File: src/rtl/sel_decoder_seq.sv
`default_nettype none
// ============================================================================
// Module      : sel_decoder_seq
// Description : Registered N-to-2^N one-hot decoder with a built-in sweep
//               sequencer. In normal mode the one-hot decode of sel is
//               registered each cycle. When sweep_req is seen in IDLE, every
//               output row is presented once in ascending order, with busy
//               held high throughout and a one-cycle done pulse at the end.
//
// Ports       : clk       - sole clock, rising edge
//               rst_n     - synchronous active-low reset
//               en        - decode enable (normal mode only)
//               sel       - row index to decode (normal mode only)
//               sweep_req - level-sampled sweep request
//               out       - registered one-hot row select, or all-zero
//               busy      - high while a sweep is in progress
//               done      - single-cycle sweep-completion pulse
//
// Revision    : 1.0 - initial release
// ============================================================================
module sel_decoder_seq #(
    parameter  int SEL_W = 3,
    localparam int OUT_W = 1 << SEL_W
) (
    input  logic             clk,
    input  logic             rst_n,
    input  logic             en,
    input  logic [SEL_W-1:0] sel,
    input  logic             sweep_req,
    output logic [OUT_W-1:0] out,
    output logic             busy,
    output logic             done
);

    typedef enum logic [0:0] {
        ST_IDLE  = 1'b0,
        ST_SWEEP = 1'b1
    } state_t;

    state_t           r_state;
    logic [SEL_W-1:0] r_idx;

    logic [OUT_W-1:0] w_dec;       // normal-mode decode of en/sel
    logic [SEL_W-1:0] w_idx_nxt;   // next sweep row index
    logic [OUT_W-1:0] w_row_nxt;   // one-hot of the next sweep row
    logic             w_last_row;  // sweep currently presenting the top row

    always_comb begin
        w_dec = '0;
        if (en) begin
            w_dec[sel] = 1'b1;
        end
    end

    // The terminal compare is on the all-ones index, so idx+1 never wraps
    // inside a sweep; the wrapped value is only computed, never used.
    assign w_idx_nxt  = r_idx + 1'b1;
    assign w_last_row = (r_idx == '1);

    always_comb begin
        w_row_nxt            = '0;
        w_row_nxt[w_idx_nxt] = 1'b1;
    end

    always_ff @(posedge clk) begin
        if (!rst_n) begin
            r_state <= ST_IDLE;
            r_idx   <= '0;
            out     <= '0;
            busy    <= 1'b0;
            done    <= 1'b0;
        end else begin
            case (r_state)
                ST_IDLE: begin
                    done <= 1'b0;
                    if (sweep_req) begin
                        // Sweep request outranks a simultaneous decode.
                        r_state <= ST_SWEEP;
                        r_idx   <= '0;
                        out     <= {{(OUT_W-1){1'b0}}, 1'b1};
                        busy    <= 1'b1;
                    end else begin
                        out  <= w_dec;
                        busy <= 1'b0;
                    end
                end
                ST_SWEEP: begin
                    if (w_last_row) begin
                        // Normal decode resumes on the same edge that
                        // closes the sweep, alongside the done pulse.
                        r_state <= ST_IDLE;
                        r_idx   <= '0;
                        out     <= w_dec;
                        busy    <= 1'b0;
                        done    <= 1'b1;
                    end else begin
                        r_idx <= w_idx_nxt;
                        out   <= w_row_nxt;
                        busy  <= 1'b1;
                        done  <= 1'b0;
                    end
                end
                default: begin
                    r_state <= ST_IDLE;
                    r_idx   <= '0;
                    out     <= '0;
                    busy    <= 1'b0;
                    done    <= 1'b0;
                end
            endcase
        end
    end

endmodule
`default_nettype wire

File: config.mk
export PLATFORM = sky130hd
export DESIGN_NAME = sel_decoder_seq
export DESIGN_NICKNAME = d
export VERILOG_FILES = /design/src/rtl/sel_decoder_seq.sv
export SDC_FILE = /design/constraint.sdc
export NUM_CORES = 1
export LEC_CHECK = 0
export ABC_AREA = 0
export BUFFER_PORTS_ARGS = -buffer_cell sky130_fd_sc_hd__buf_2
export CAP_MARGIN = 0
export CORE_MARGIN = 4
export CORE_UTILIZATION = 44
export CTS_CLUSTER_SIZE = 20
export DETAILED_ROUTE_END_ITERATION = 8
export GPL_ROUTABILITY_DRIVEN = 0
export GPL_TIMING_DRIVEN = 0
export PLACE_DENSITY = 0.71
export SETUP_SLACK_MARGIN = 0.3
export SKIP_LAST_GASP = 1
export SYNTH_ARGS = -nofsm -noshare
export SYNTH_HDL_FRONTEND = slang
export SYNTH_SLANG_ARGS = --single-unit
File: constraint.sdc
create_clock -name clk -period 1.3 [get_ports clk]
set_input_delay 0.325 -clock clk [delete_from_list [all_inputs] [get_ports clk]]
set_output_delay 0.325 -clock clk [all_outputs]
set_load 0.02 [all_outputs]
**Yosys cells after proc, flatten, opt, wreduce, memory -nomap -nowiden**

Cells that the tools add are included.

- Output and inout port bits: 10
- Input bits: 7
- Register bits: 13
- Logic and storage cells: 30

- Muxes and demuxes: 16
- Order comparisons: 4
- Bitwise logic cells: 1
- Equality and inequality tests: 2
- $add $sub $neg: 1
- Reduce and logical (&&, ||, !) cells: 2

Operator list:

| kind | number |
|---|---|
| $mux W8 | 3 |
| $pmux W8 S2 | 1 |
| $lt A3 B4 Y1 const B | 2 |
| $demux W1 S3 | 2 |
| $ge A3 B1 Y1 const B | 2 |
| $mux W3 | 2 |
| $pmux W3 S2 | 1 |
| $mux W1 | 5 |
| $pmux W1 S2 | 2 |
| $add A3 B1 Y3 const B | 1 |
| $eq A3 B3 Y1 const B | 1 |
| $logic_and A1 B1 Y1 | 2 |
| $ne A2 B2 Y1 const B | 1 |
| $not A1 Y1 | 1 |

**Longest topological paths before layout**

- Depth in word-level cells: 7
- Gate-level depth with buffers: 6
- Gate-level depth less buffers: 5

**Worst setup path after synthesis**

Ideal clock, no wire load.

- Path type: flip-flop to flip-flop
- Start point: register r_state
- End point: register out[4]
- Path buffers: 2
- Setup slack: -0.134 ns
- Setup time: 0.070 ns
- Clock period less this slack: 1.434 ns
- Arrival: 1.364 ns
- Required time: 1.230 ns
- Cell stages (with the launch flop): 6
- Cells stage by stage: dfxtp_1 > buf_6 > nor2b_2 > buf_6 > or4_1 > a21boi_1

- Word-level cells in the longest chain between the ends: 2

RTL lines:

| element | line | RTL |
|---|---|---|
| start, declared | 40 | `state_t r_state;` |
| start signal, assigned | 67 | `r_state <= ST_IDLE;` |
| start signal, assigned | 78 | `r_state <= ST_SWEEP;` |
| start signal, assigned | 91 | `r_state <= ST_IDLE;` |
| $not A1 Y1 | n/a |  |
| $pmux W8 S2 (*) | 73 | `case (r_state)` |
| end signal, assigned | 80 | `out <= {{(OUT_W-1){1'b0}}, 1'b1};` |
| end signal, assigned | 83 | `out <= w_dec;` |
| end signal, assigned | 93 | `out <= w_dec;` |
| end, declared | 30 | `output logic [OUT_W-1:0] out,` |

Every way passes the cells marked *; elsewhere a longest branch is shown, timed or not.
A chain may end at the register's enable or synchronous reset.

**Final worst setup path**

- Start point: register r_idx[0]
- End point: register out[6]

- Word-level cells in the longest chain between the ends: 7
- Elaborated cells on any way between the ends: 9
- Classes of those cells: add/sub: 1; order compare: 2; eq/ne: 1; mux: 4; reduce/logical: 1

RTL lines:

| element | line | RTL |
|---|---|---|
| start, declared | 41 | `logic [SEL_W-1:0] r_idx;` |
| start signal, assigned | 97 | `r_idx <= w_idx_nxt;` |
| $add A3 B1 Y3 | 57 | `assign w_idx_nxt = r_idx + 1'b1;` |
| $lt A3 B4 Y1 (not written as such) or $ge A3 B1 Y1 (tied branches) | 62 | `w_row_nxt[w_idx_nxt] = 1'b1;` |
| $logic_and A1 B1 Y1 (not written as such) | 62 |  |
| $mux W1 (not written as such) | 62 |  |
| $demux W1 S3 | 62 |  |
| $mux W8 (*) | 88 | `if (w_last_row) begin` |
| $pmux W8 S2 (*) | 73 |  |

Marks and branches as above.

==> results.txt <==
The biggest fanout along the worst timing path came out at 5. The full die area is around 2200 um^2. Setup repair after global routing could not meet its margin everywhere. The worst path setup slack after routing came out at -0.1146 ns. The slowest library cell on the worst path is sky130_fd_sc_hd__or4b_1. The cell seen most often among critical-path stages is sky130_fd_sc_hd__ha_4. Dividing the final minimum period by the clock period gives 108.8%.

The initial antenna violation count is 0. The placeable core region came out at ~1400 um^2. The routed length per placed instance is about 13 um. The final non-filler cell area came out at about 960 um^2. The total leakage power is between 0.3 and 0.4 nW. The register area share after synthesis is 39.62%. Prior to clock tree synthesis, the placed netlist has a worst setup slack of -0.1441 ns. Cells with a size suffix above 1 make up 53.33% of the layout.

In this run, synthesis inferred 0 flip-flops with an integrated enable. The die extent in y is ~47 um. The cell type with the highest aggregate area in the netlist is sky130_fd_sc_hd__dfxtp_1. Counting every net in the synthesized netlist gives 78.

The final reports fail on negative setup slack. The clock network fraction of total power is between 20% and 30%. The relative contribution of combinational cells to total power came out at 20.7%. Setup violations remaining at the end of the flow were counted as 8. The switching power of the nets came out at 0.2323 mW. The insertion delay to the later sink of the worst-skew pair is 0.27 ns. In the synthesized netlist, the number of instances is 68. The fraction of power spent switching nets is 27.30%.

The worst hold path belongs to the class primary input to flop. Registers are responsible for between 40% and 50% of the overall power. The number of clock buffers inserted by TritonCTS came out at 3.

The post-synthesis to final-layout area growth is 46.48%. The maximum number of buffers from clock root to sink is 2. The floorplan step set the die width to ~47 um.

The number of antenna diodes in the final layout is 0. The most used flip-flop cell after synthesis is sky130_fd_sc_hd__dfxtp_1. The total negative setup slack is -0.4212 ns.

The residual overflow from global routing is 0. By area the synthesized netlist is led by sky130_fd_sc_hd__dfxtp_1 40%, sky130_fd_sc_hd__ha_1 5.7%, sky130_fd_sc_hd__o21a_1 5.7%, sky130_fd_sc_hd__nor4_1 4.8%, sky130_fd_sc_hd__nor4b_1 4.0%. The detailed placement HPWL came out at 1012 um.

For the finished layout, the period the worst path requires is between 1 and 1.5 ns. Sorting the synthesized cells by how often they occur yields 13 x sky130_fd_sc_hd__dfxtp_1, 5 x sky130_fd_sc_hd__nor4_1, 5 x sky130_fd_sc_hd__o21a_1. In this run the number of H-tree levels came out at 1.

The area fraction of the dominant cell type after synthesis is 39.62%. The number of slew-limit violations in the final report is 0. In the routed layout, each cell is associated on average with a via count of about 5.4. After clock tree synthesis, the clock-pin slew on the worst setup and hold paths is about 0.080 ns. Hold repair after CTS inserted 0 buffers.

Traced cell by cell, the critical path runs through ha_4 > ha_4 > nor2b_4 > or4b_1 > a21boi_1. After detailed routing, the total wire length is about 1400 um. The via count came out at ~570. The final hold violation count came out at 0. The cell area power density came out at ~900 nW/um^2. The placed instance count is between 90 and 100. The headroom to the max-slew limit came out at approximately three quarters. The count of input and output buffers came out at 16.

Cell internal power was estimated by the tool at about 0.6 mW. The count of pins on the block boundary is 17. The number of global-route vias before repair came out at 570. The first routing iteration left 6 violations. Max-cap violations in this run came to 0.

The arrival time reported for the critical path endpoint came out at roughly 1.6 ns. By startpoint and endpoint, the worst setup path is classified as flop to flop. The overall power consumption came out at ~0.85 mW. The data required time at the worst endpoint came out at 1.51 ns. The post-synthesis average cell area came out at 9.660 um^2.

The synthesized netlist contains 27 unique library cells. The wire length of the first global-routing pass is 2532 um. The final hold slack is about 0.34 ns. TritonCTS built the clock tree. The highest clock rate is 706.9 MHz. The run finished, with violations left. The fraction of registers with async set or reset after synthesis is 0%. The element type at the critical path end is a flop.

The largest net degree at the start of global routing is 11. In this run the remaining antenna-violating nets after routing total 0. The site row count is 13. The root cell of the clock tree is sky130_fd_sc_hd__clkbuf_4. The total DRC errors in the routed layout is 0.

Across the routed clock network, the largest skew measured is roughly 0.00044 ns. The placed instances occupy a cell area of approximately 820 um^2. The kind of start point of the critical path is a flop. The clock sink count came out at 13. The dominant cell by count in the synthesized netlist is sky130_fd_sc_hd__dfxtp_1. The maximum VDD drop is a little over 0.7 mV.

The number of warning messages in the yosys log is 0. At the end of the flow the core is filled with cells to between 70 and 80%. The pin slew with the least headroom to its limit is roughly 0.4 ns.

The starting utilization of the core area is between 40% and 50%. The global-route usage over all layers came out at roughly 16%. The final layout net count is between 100 and 150.

The synthesized design contains 13 register bits. The final instance count without filler cells came out at about 110. The mapped cell area came out at 656.9 um^2.

The largest stage delay on the critical path is around 0.50 ns. The first TritonRoute pass finished after 4 iterations.
## flip-flops by register name, summed over array words and instances, names as in the netlist
register  count
r_idx         3
out           8
done          1
r_state       1
## cells in the final DEF, fill, tap and decap left out, types with 2 or more instances in the layout
| master | Yosys | routed |
|---|---|---|
| sky130_fd_sc_hd__nand2_1 | 2 | 2 |
| sky130_fd_sc_hd__buf_6 | 2 | 13 |
| sky130_fd_sc_hd__nor2b_1 | 4 | 3 |
| sky130_fd_sc_hd__buf_4 | 0 | 2 |
| sky130_fd_sc_hd__nor4b_2 | 0 | 3 |
| sky130_fd_sc_hd__buf_2 | 1 | 7 |
| sky130_fd_sc_hd__ha_4 | 0 | 3 |
| sky130_fd_sc_hd__nand2b_1 | 4 | 3 |
| sky130_fd_sc_hd__dfxtp_1 | 13 | 2 |
| sky130_fd_sc_hd__a21boi_1 | 3 | 3 |
| sky130_fd_sc_hd__o21a_1 | 5 | 5 |
| sky130_fd_sc_hd__or4_1 | 2 | 2 |
| sky130_fd_sc_hd__nor3b_1 | 3 | 2 |
| sky130_fd_sc_hd__nand4b_1 | 2 | 2 |
| sky130_fd_sc_hd__clkbuf_4 | 0 | 4 |
| sky130_fd_sc_hd__dfxtp_2 | 0 | 10 |
| sky130_fd_sc_hd__nor4_1 | 5 | 5 |
| sky130_fd_sc_hd__clkbuf_1 | 3 | 2 |
## power groups by stage
stage	Combinational [mW]	Sequential, mW	Clock (mW)
floorplan	0.0906	0.441	0
global placement	0.145	0.427	0
detailed placement	0.147	0.428	0
CTS	0.161	0.422	0.257
global route	0.193	0.424	0.273
finish	0.176	0.422	0.253
## worst max-delay path: cells and delay by family, from the launching register on
| family | cells | cell delay [ns] |
|---|---|---|
| AOI/OAI and AO/OA | 1 | 0.13 |
| and+or+nand+nor | 2 | 0.55 |
| adders and majority gates | 2 | 0.31 |
| DFF | 1 | 0.36 |
## repair_timing
action | 4_1_cts | 5_1_grt
endpoints found under the hold margin | 0 | 0
setup endpoints to repair | 22 | 22
setup buffers | 0 | 2
cloned | 0 | 0
pin swaps | 4 | 3
resized for setup | 30 | 9
## cell families (layout without fill, tap and decap cells)
group	count (synthesis)	in the layout	synth area share [%]
simple gates	33	33	33.90
fa+ha+maj	3	3	5.715
buf+inv	6	28	5.904
mux	1	1	1.524
compound gates	12	12	13.33
flops	13	13	39.62
## per-layer routing
layer | vias to the layer above | part of all wire (%) | global-route usage, %
met1 | 259 | 46 | 20.42
met5 | - | 0 | 0
met3 | 2 | 4.2 | 3.906
li1 | 297 | - | -
met4 | 0 | 0.92 | 4.972
met2 | 11 | 49 | 27.75
## path summary, 6_finish.rpt
| path | start | end | slack, ns | cells past startpoint |
|---|---|---|---|---|
| worst min-delay path | rst_n | out[2]$_SDFF_PN0_ | 0.34 | 2 |
| worst min register to register | r_state$_SDFF_PN0_ | done$_SDFF_PN0_ | 0.64 | 2 |
| worst max register to register | r_idx[0]$_SDFFE_PN0P_ | out[6]$_SDFF_PN0_ | -0.11 | 5 |
| worst max-delay path | r_idx[0]$_SDFFE_PN0P_ | out[6]$_SDFF_PN0_ | -0.11 | 5 |
## final cells by class
| cell class | instances | area (um^2) |
|---|---|---|
| plain buffers | 6 | 50.05 |
| clock buffers | 4 | 26.28 |
| fillers | 107 | 387.9 |
| multi-input cells | 49 | 432.9 |
| flip-flops and latches | 13 | 276.5 |
| well taps | 15 | 18.77 |
| repair buffers | 18 | 157.7 |
No activity file was read; power rests on OpenSTA's default activity.
